[src/rtl/motor_homing_sequencer.sv]
// Stepper homing and positioning sequencer: homes against an end-stop, backs off,
// then executes absolute moves with step/dir pulses, pause and lost-step detection.
module motor_homing_sequencer #(
  parameter int unsigned STEP_HALF = 500,
  parameter int unsigned HOME_MAX  = 20000,
  parameter int unsigned BACKOFF   = 16
) (
  input  logic        clock,
  input  logic        reset,
  input  logic        calib_start,
  input  logic        sensorFimCurso,
  input  logic        move_req,
  input  logic [15:0] target_pos,
  input  logic        trava_servo,
  output logic        step,
  output logic        dir,
  output logic        busy,
  output logic        calib_done,
  output logic        move_done,
  output logic        erro_homing,
  output logic [15:0] db_current_pos,
  output logic [3:0]  db_estado
);

  typedef enum logic [3:0] {
    S_IDLE    = 4'd0,
    S_HOMING  = 4'd1,
    S_BACKOFF = 4'd2,
    S_READY   = 4'd3,
    S_MOVE    = 4'd4,
    S_DONE    = 4'd5,
    S_ERROR   = 4'd6
  } state_t;

  localparam int unsigned TW = (STEP_HALF > 1) ? $clog2(STEP_HALF) : 1;
  localparam int unsigned HW = $clog2(HOME_MAX + 1);
  localparam int unsigned BW = (BACKOFF > 0) ? $clog2(BACKOFF + 1) : 1;
  localparam logic [TW-1:0] T_LAST = TW'(STEP_HALF - 1);
  localparam logic [HW-1:0] H_MAX  = HW'(HOME_MAX);
  localparam logic [BW-1:0] B_MAX  = BW'(BACKOFF);

  state_t        state_q, state_d;
  logic          step_q, step_d;
  logic          dir_q, dir_d;
  logic [TW-1:0] timer_q, timer_d;
  logic [HW-1:0] hcnt_q, hcnt_d;
  logic [BW-1:0] bcnt_q, bcnt_d;
  logic [15:0]   pos_q, pos_d;
  logic [15:0]   tgt_q, tgt_d;
  logic          calib_done_q, calib_done_d;
  logic          erro_q, erro_d;
  logic          sync1_q, sync2_q;
  logic          phase_adv, step_fall;

  always_ff @(posedge clock or negedge reset) begin
    if (!reset) begin
      state_q      <= S_IDLE;
      step_q       <= 1'b0;
      dir_q        <= 1'b0;
      timer_q      <= '0;
      hcnt_q       <= '0;
      bcnt_q       <= '0;
      pos_q        <= '0;
      tgt_q        <= '0;
      calib_done_q <= 1'b0;
      erro_q       <= 1'b0;
      sync1_q      <= 1'b0;
      sync2_q      <= 1'b0;
    end else begin
      state_q      <= state_d;
      step_q       <= step_d;
      dir_q        <= dir_d;
      timer_q      <= timer_d;
      hcnt_q       <= hcnt_d;
      bcnt_q       <= bcnt_d;
      pos_q        <= pos_d;
      tgt_q        <= tgt_d;
      calib_done_q <= calib_done_d;
      erro_q       <= erro_d;
      sync1_q      <= sensorFimCurso;
      sync2_q      <= sync1_q;
    end
  end

  always_comb begin
    state_d      = state_q;
    step_d       = step_q;
    dir_d        = dir_q;
    timer_d      = timer_q;
    hcnt_d       = hcnt_q;
    bcnt_d       = bcnt_q;
    pos_d        = pos_q;
    tgt_d        = tgt_q;
    calib_done_d = calib_done_q;
    erro_d       = erro_q;
    phase_adv    = 1'b0;
    step_fall    = 1'b0;

    case (state_q)
      S_HOMING, S_BACKOFF, S_MOVE: begin
        // A low phase with timer 0 is the decision point before a new pulse;
        // the high phase always runs to completion regardless of trava_servo.
        if (step_q) begin
          phase_adv = 1'b1;
        end else if (timer_q != '0) begin
          phase_adv = !trava_servo;
        end else begin
          case (state_q)
            S_HOMING: begin
              if (sync2_q) begin
                pos_d   = '0;
                dir_d   = 1'b1;
                bcnt_d  = '0;
                state_d = S_BACKOFF;
              end else if (hcnt_q == H_MAX) begin
                state_d = S_ERROR;
              end else begin
                phase_adv = !trava_servo;
              end
            end
            S_BACKOFF: begin
              if (bcnt_q == B_MAX) begin
                state_d      = S_READY;
                calib_done_d = 1'b1;
              end else begin
                phase_adv = !trava_servo;
              end
            end
            default: begin
              if (pos_q == tgt_q) state_d = S_DONE;
              else phase_adv = !trava_servo;
            end
          endcase
        end

        if (phase_adv) begin
          if (timer_q == T_LAST) begin
            timer_d   = '0;
            step_d    = !step_q;
            step_fall = step_q;
          end else begin
            timer_d = timer_q + TW'(1);
          end
        end

        if (step_fall) begin
          case (state_q)
            S_HOMING:  hcnt_d = hcnt_q + HW'(1);
            S_BACKOFF: begin
              bcnt_d = bcnt_q + BW'(1);
              pos_d  = pos_q + 16'd1;
            end
            default:   pos_d = dir_q ? pos_q + 16'd1 : pos_q - 16'd1;
          endcase
        end

        // Sensor hit while travelling toward it away from zero means lost steps.
        if (state_q == S_MOVE && sync2_q && !dir_q && pos_q != '0) state_d = S_ERROR;

        if (state_d == S_ERROR) begin
          step_d       = 1'b0;
          timer_d      = '0;
          erro_d       = 1'b1;
          calib_done_d = 1'b0;
        end
      end

      default: begin
        if (state_q == S_DONE) state_d = S_READY;
        if (state_q == S_READY && move_req && calib_done_q) begin
          tgt_d = target_pos;
          if (target_pos == pos_q) begin
            state_d = S_DONE;
          end else begin
            state_d = S_MOVE;
            dir_d   = (target_pos > pos_q);
            timer_d = '0;
            step_d  = 1'b0;
          end
        end
        if (calib_start) begin
          state_d      = S_HOMING;
          calib_done_d = 1'b0;
          erro_d       = 1'b0;
          hcnt_d       = '0;
          dir_d        = 1'b0;
          timer_d      = '0;
          step_d       = 1'b0;
        end
      end
    endcase
  end

  assign step           = step_q;
  assign dir            = dir_q;
  assign busy           = (state_q == S_HOMING) || (state_q == S_BACKOFF) || (state_q == S_MOVE);
  assign calib_done     = calib_done_q;
  assign move_done      = (state_q == S_DONE);
  assign erro_homing    = erro_q;
  assign db_current_pos = pos_q;
  assign db_estado      = state_q;

endmodule

[config.mk]
export PLATFORM = sky130hd
export DESIGN_NAME = motor_homing_sequencer
export DESIGN_NICKNAME = d
export VERILOG_FILES = /design/src/rtl/motor_homing_sequencer.sv
export SDC_FILE = /design/constraint.sdc
export NUM_CORES = 1
export LEC_CHECK = 0
export BUFFER_PORTS_ARGS = -buffer_cell sky130_fd_sc_hd__buf_2
export CORE_UTILIZATION = 35
export CTS_CLUSTER_DIAMETER = 200
export DETAILED_ROUTE_END_ITERATION = 8
export PLACE_DENSITY = 0.5
export SETUP_SLACK_MARGIN = 0.2
export SYNTH_ARGS = -nofsm -noshare
export SYNTH_HDL_FRONTEND = slang
export SYNTH_SLANG_ARGS = --single-unit
[constraint.sdc]
create_clock -name clock -period 5.4 [get_ports clock]
set_input_delay 0.27 -clock clock [delete_from_list [all_inputs] [get_ports clock]]
set_output_delay 0.27 -clock clock [all_outputs]
set_load 0.02 [all_outputs]
==> results.yml, run 1 <==
grt:
  grtUsageTotal_pct: 19.6
  grt_start_max_net_pins: 72
  antenna_found_initial: 0
  grt_pass1_vias: 3959
  grt_remaining_overflow: 0
  grt_pass1_wl_um: 21800
synthesis:
  synth_warnings: 0
  yosys-top-cells-count: "71 x dfrtp_1, 43 x nand2_1, 40 x nor2_1"
  yosys_register_bits: 71
  synth_cells: 550
  synth.net_count: 597
  yosysTopAreaCell: "dfrtp_1"
  syn_area_per_cell_um2: 8.96
  synth_async_sr_flop_share_pct: 100
  synth_top_area_share_pct: 36.1
  synth_edf_count: 0
  ys.flop_type: "dfrtp_1"
  yosysMostFrequentCell: "dfrtp_1"
  yosysUniqueCellTypes: 71
  synthTopCellsByArea: "dfrtp_1 36%, ha_1 6.3%, mux2_2 3.9%, o21ai_0 3.9%, a21oi_1 3.6%"
  syn_area_um2: 4930
  synth-seq-area-share_pct: 36.1
setup_path:
  path_cells: "xor2_1 > o211ai_2 > clkinv_1 > nand2_1 > o21ai_1 > buf_4 > nand2_1 > nand2_1 > o31ai_1"
  slowest_stage: "o211ai_2"
  crit_family: "compound AO/OA/AOI/OAI gates"
  cpMostUsedCell: "nand2_1"
  crit_arrival_ns: 3.69
  cp-end-kind: "flop"
  critPathLaunchType: "flop"
  crit_required_ns: 5.66
  worstRegToRegCells: 9
  cpPeakStageDelay_ns: 0.70
  path_class: "reg2reg"
  crit_buf_inv: 2
  critical_path_depth: 9
  critPathMaxFanout: 15
sta:
  finalMaxSlewViolations: 0
  period_minus_slack_ns: 3.44
  setup_violations: 0
  fin_worst_skew_ns: 0.0110
  finalCritPeriodShare_pct: 63.6
  max_slew_margin_pct: 36.0
  fmax_mhz: 291
  worstMarginPinSlew_ns: 0.957
  hold_viol: 0
  timing.hold.ws_ns: 0.0284
  rsz0062_at_grt: "false"
  final.setup.tns_ns: 0
die:
  dieArea_um2: 14600
  die_h_um: 121
  coreArea_um2: 13500
  initial_core_util_pct: 36.5
  rows: 42
  pin_count: 48
  fp.dieW_um: 121
power_and_ir_drop:
  p_leak_nw: 2.36
  power_density_nw_per_um2: 398
  vdd_drop_max_mv: 0.162
clock_network:
  cts_buffers: 9
  cts-root-buf: "clkbuf_16"
  clk_latency_ns: 0.34
  clock_path_buffers: 2
  cts.sinks: 71
  post_cts_buffers: 0
  cts_resized: 0
  cts_tree: "done"
  htreeDepth: 3
  clkTransAtPathRegs_ns: 0.06
  ctsHoldBuffers: 0
detailed_routing:
  ant_nets: 0
  viasPerCell: 5.70
  routed_wl_um: 13300
  post_drt_wl_per_cell_um: 17.5
  initialDrtViolationCount: 314
  vias: 4334
  dr.pass1.iters: 5
  post-route-drc-count: 0
layout:
  antennaDiodeCount: 0
  drive_above_1_share_pct: 18.1
  fin_util_pct: 41.0
  final_nets: 627
  area_delta_synth_final_pct: 12.4
hold_path:
  hold_path_class: "in2async"
placed_design:
  port_buffers: 47
  hpwl_um: 9670
  place_congestion: 0.819
flow_run:
  drv_cap: 0
outcome:
  status: "finished clean"
-- state kept, by name, indices dropped and copies added, names as in the netlist --
register / cells
db_current_pos: 16
db_estado: 4
step: 1
calib_done: 1
tgt_q: 16
hcnt_q: 15
erro_homing: 1
timer_q: 9
dir: 1
sync2_q: 1
sync1_q: 1
bcnt_q: 5
-- stage by stage --
step / std cells / cell area (µm²) / power (mW) / setup slack [ns]
floorplan: 550 / 4930 / 1.40 / 2.53
global placement: 745 / 5240 / 1.59 / 2.05
detailed placement: 745 / 5240 / 1.59 / 1.98
CTS: 761 / 5540 / 2.22 / 2.00
global route: 761 / 5540 / 2.34 / 1.76
finish: 761 / 5540 / 2.21 / 1.96
-- final cells by class --
type	instances	area (µm²)
Clock buffer	9	225
Clock inverter	7	77.6
Fill cell	1352	7970
Inverter	32	120
Multi-Input combinational cell	416	2860
Sequential cell	71	1780
Tap cell	176	220
Timing Repair Buffer	50	260
-- routing by layer --
layer,wire length [µm],vias up,GRT usage (%)
met5,0,-,0
met4,244,0,7.56
met3,698,13,2.74
met2,5740,121,28.1
met1,6640,2113,29.4
li1,-,2087,-
-- cells by family (layout without fill, tap and decap cells) --
family          count (synthesis)  in the layout  synth area share (%)
compound gates                142            142                  19.4
xor+xnor                       30             30                  5.33
fa+ha+maj                      25             25                  6.35
buf+inv                        63             98                  5.92
flops                          71             71                  36.1
mux                            17             17                  3.89
simple gates                  202            202                  23.1
-- worst paths after layout --
kind | startpoint | end | slack, ns
setup / recovery | db_estado[2] | db_current_pos[3] | 1.96
hold / removal | reset | timer_q[3] | 0.03
setup reg to reg | db_estado[2] | db_current_pos[3] | 1.96
hold reg to reg | sync1_q | sync2_q | 0.37
max in group asynchronous | reset | db_current_pos[9] | 4.71
min in group clock | sensorFimCurso | sync1_q | 0.03
-- placed cells by master (no fill, tap or decap), drive strengths merged, types with 10 or more instances in the layout --
cell type	n
nand3	22
ha	25
buf	50
a21oi	36
xor2	10
o21ai	40
inv	34
nand2	43
nand4	18
dfrtp	71
xnor2	20
nor3	13
nor2	40
mux2	17
and3	10
nor4	12
-- power breakdown --
part           internal (mW)  switching (mW)
logic                  0.338           0.593
clock network          0.362           0.250
registers              0.582          0.0792
Power figures use the tool's default switching activity.
==> inputs of run 2 (changes only) <==
clock period = 3.3 ns   (was 5.4 ns; I/O delays follow)
==> results.yml, run 2 (synthesis results as in run 1) <==
outcome:
  status: "finished clean"
layout:
  ff_latch_area_um2: 1780
  layout_common_cells: "71 x dfrtp_1, 46 x buf_2, 43 x nand2_1, 40 x nor2_1, 38 x o21ai_0"
  nFillCells: 1324
  drive_above_1_share_pct: 21.1
  multi_input_area_um2: 2870
  final_common_cell: "dfrtp_1"
  final_nets: 652
  antennaDiodeCount: 0
  area_delta_synth_final_pct: 16.4
  instances_no_fill: 786
detailed_routing:
  routed_wl_um: 14000
  dr.pass1.iters: 5
  viasPerCell: 5.63
  ant_nets: 0
  initialDrtViolationCount: 362
  vias: 4427
  post-route-drc-count: 0
  post_drt_wl_per_cell_um: 17.9
setup_path:
  timing.rr.end: "timer_q[6]"
  r2r_slack_ns: 0.31
  reg2reg_from: "db_current_pos[15]"
  crit_required_ns: 3.59
  worstRegToRegCells: 10
  critPathMaxFanout: 6
  critPathLaunchType: "flop"
  path_class: "reg2reg"
  cp-end-kind: "flop"
  crit_arrival_ns: 3.27
grt:
  grt_remaining_overflow: 0
  grtUsageTotal_pct: 20.3
  grt_pass1_vias: 4170
  grt_start_max_net_pins: 72
  grt_pass1_wl_um: 22500
  antenna_found_initial: 0
power_and_ir_drop:
  power_density_nw_per_um2: 648
  total_power_mw: 3.71
  p_leak_nw: 2.49
  vdd_drop_max_mv: 0.328
die:
  die_h_um: 121
  pin_count: 48
  rows: 42
  dieArea_um2: 14600
  fp.dieW_um: 121
  coreArea_um2: 13500
  initial_core_util_pct: 36.5
sta:
  final.setup.tns_ns: 0
  max_slew_margin_pct: 37.6
  hold_viol: 0
  finalMaxSlewViolations: 0
  fmax_mhz: 335
  worstMarginPinSlew_ns: 0.936
  setup_ws_ns: 0.311
  rsz0062_at_grt: "false"
  setup_violations: 0
  period_minus_slack_ns: 2.99
  finalCritPeriodShare_pct: 90.6
  fin_worst_skew_ns: 0.0102
hold_path:
  hold_depth: 2
  hp-start: "calib_start"
  hold_end: "db_estado[3]"
  hold_path_class: "in2reg"
clock_network:
  cts-root-buf: "clkbuf_16"
  clk_latency_ns: 0.35
  cts_tree: "done"
  cts_buffers: 9
  clock_path_buffers: 2
  htreeDepth: 3
  cts.sinks: 71
  clkTransAtPathRegs_ns: 0.07
placed_design:
  post-place-cells: 766
  dp_slack_ns: 0.294
  port_buffers: 47
  place_congestion: 0.896
  hpwl_um: 10200
flow_run:
  drv_cap: 0
==> run 2: per-layer routing <==
layer	vias to the layer above	routed length (µm)	track usage, %
li1	2133	-	-
met1	2128	6860	29.8
met2	144	6020	28.9
met3	22	878	4.43
met4	0	274	7.48
met5	-	0	0
==> run 2: final cells by class <==
cell class | instances | share of cell area [%]
Inverter | 32 | 2.09
Clock inverter | 6 | 1.20
Multi-Input combinational cell | 416 | 50.0
Timing Repair Buffer | 75 | 7.90
Sequential cell | 71 | 31.0
Tap cell | 176 | 3.84
Clock buffer | 10 | 3.99
==> run 2: critical path, cell delays in order, from the launching register on <==
cell,delay (ns)
dfrtp_1,0.45
inv_1,0.07
ha_1,0.30
nand4_1,0.20
or4_1,0.60
nand2_1,0.15
nand3_2,0.21
o311ai_4,0.18
o2bb2ai_2,0.18
or4_1,0.52
nand2_1,0.07
==> run 2: worst max path at each step <==
| stage | startpoint | to | slack [ns] | depth (start not counted) |
|---|---|---|---|---|
| 4_1_cts | db_current_pos[15] | timer_q[7] | 0.29 | 10 |
| 3_3_place_gp | db_current_pos[8] | timer_q[4] | 0.38 | 10 |
| 2_1_floorplan | db_current_pos[14] | timer_q[6] | 0.43 | 11 |
| 3_5_place_dp | db_current_pos[15] | timer_q[7] | 0.29 | 10 |
| 5_1_grt | db_current_pos[15] | timer_q[5] | 0.20 | 10 |
| 6_report | db_current_pos[15] | timer_q[6] | 0.31 | 10 |
==> run 2: what timing repair did <==
| action | 4_1_cts | 5_1_grt |
|---|---|---|
| endpoints found under the setup margin | 0 | 8 |
| endpoints found under the hold margin | 2 | 0 |
| resized for setup | 0 | 2 |
| hold buffers | 2 | 0 |
| setup buffers | 0 | 2 |
==> run 2: report_power, final <==
part           total, mW  internal [mW]  switching (mW)
Combinational       1.63          0.624            1.01
Sequential          1.08          0.953           0.129
Clock              0.999          0.591           0.408
==> run 2: through the flow <==
step,util (%),hold WS (ns),cell area [µm²]
6_report,42.5,0.0691,5740
5_1_grt,42.5,0.0771,5740
4_1_cts,42.3,0.0516,5710
3_5_place_dp,39.9,0.275,5390
3_3_place_gp,39.9,0.274,5390
2_1_floorplan,-,-0.131,4930
==> inputs of run 3 (changes only) <==
PLACE_DENSITY = unset   (was 0.5)
==> results.yml, run 3 (synthesis results as in run 1) <==
detailed_routing:
  vias: 4458
  post-route-drc-count: 0
  routed_wl_um: 13600
  ant_nets: 0
  viasPerCell: 5.69
  dr.pass1.iters: 5
  post_drt_wl_per_cell_um: 17.3
  initialDrtViolationCount: 291
grt:
  grtUsageTotal_pct: 19.7
  antenna_found_initial: 0
  grt_pass1_vias: 4393
  grt_pass1_wl_um: 22400
  grt_start_max_net_pins: 72
  grt_remaining_overflow: 0
placed_design:
  hpwl_um: 9940
  port_buffers: 47
  dp_slack_ns: 0.314
  place_congestion: 0.954
  post-place-cells: 763
layout:
  final_common_cell: "dfrtp_1"
  layout_common_cells: "68 x dfrtp_1, 46 x buf_2, 43 x nand2_1, 40 x nor2_1, 38 x o21ai_0"
  final_nets: 649
  nFillCells: 1315
  antennaDiodeCount: 0
  drive_above_1_share_pct: 21.3
  area_delta_synth_final_pct: 16.3
  instances_no_fill: 783
die:
  die_h_um: 121
  pin_count: 48
  fp.dieW_um: 121
  coreArea_um2: 13500
  initial_core_util_pct: 36.5
  rows: 42
  dieArea_um2: 14600
clock_network:
  cts_tree: "done"
  clkTransAtPathRegs_ns: 0.06
  clock_path_buffers: 2
  cts_buffers: 9
  cts-root-buf: "clkbuf_16"
  cts.sinks: 71
  clk_latency_ns: 0.35
  htreeDepth: 3
setup_path:
  crit_required_ns: 3.54
  crit_arrival_ns: 3.14
  critPathLaunchType: "flop"
  path_class: "reg2reg"
  cp-end-kind: "flop"
  critPathMaxFanout: 7
sta:
  final.setup.tns_ns: 0
  hold_viol: 0
  finalMaxSlewViolations: 0
  max_slew_margin_pct: 39.2
  setup_ws_ns: 0.401
  finalCritPeriodShare_pct: 87.9
  period_minus_slack_ns: 2.90
  worstMarginPinSlew_ns: 0.912
  fmax_mhz: 345
  fin_worst_skew_ns: 0.0120
  setup_violations: 0
  rsz0062_at_grt: "false"
power_and_ir_drop:
  p_leak_nw: 2.47
  total_power_mw: 3.71
  vdd_drop_max_mv: 0.270
  power_density_nw_per_um2: 647
outcome:
  status: "finished clean"
hold_path:
  hold_path_class: "in2reg"
flow_run:
  drv_cap: 0
[run 3: worst paths after layout]
check                         startpoint                end  slack, ns  cells past startpoint
max in group asynchronous          reset  db_current_pos[2]       2.16                      2
max                           timer_q[0]         hcnt_q[14]       0.40                      9
min in group asynchronous          reset         timer_q[7]       0.50                      2
max reg2reg                   timer_q[0]         hcnt_q[14]       0.40                      9
min reg2reg                      sync1_q            sync2_q       0.38                      0
min                        target_pos[9]           tgt_q[9]       0.08                      2
[run 3: what timing repair did]
item | in CTS | in global routing
resized for setup | 0 | 5
hold buffers | 2 | 0
hold endpoints to repair | 4 | 0
setup endpoints to repair | 0 | 7
setup buffers | 0 | 2
[run 3: layer usage]
layer	vias up	part of all wire, %	global-route usage [%]
li1	2121	-	-
met1	2167	51	28.6
met2	145	42	28.6
met3	25	4.6	3.07
met4	0	2.6	8.95
met5	-	0	0
[run 3: where the power goes]
part	switching, mW	internal, mW
Sequential	0.136	0.953
Clock	0.405	0.610
Combinational	0.980	0.623
[run 3: cell type report]
cell class	instances	area [µm²]	area share [%]
multi-input cells	416	2870	50.1
flip-flops and latches	71	1780	31.1
repair buffers	72	430	7.51
clock buffers	10	239	4.17
well taps	176	220	3.84
inverters	32	120	2.10
clock inverters	6	67.6	1.18
[run 3: through the flow]
stage	hold WS, ns	util (%)	cell area, µm²
4_1_cts	0.0724	42.2	5700
3_5_place_dp	0.276	39.8	5370
6_report	0.0764	42.4	5730
2_1_floorplan	-0.131	-	4930
5_1_grt	0.0802	42.4	5730
3_3_place_gp	0.276	39.8	5370
[run 3: critical path: stages (launching register included)]
cell and delay [ns]:
dfrtp_1 0.45, ha_1 0.25, nand3_1 0.19, or4b_1 0.60, nor4_4 0.39, o211ai_1 0.28, nor2_1 0.29, nand4_1 0.15
xor2_1 0.15, nor2_1 0.05
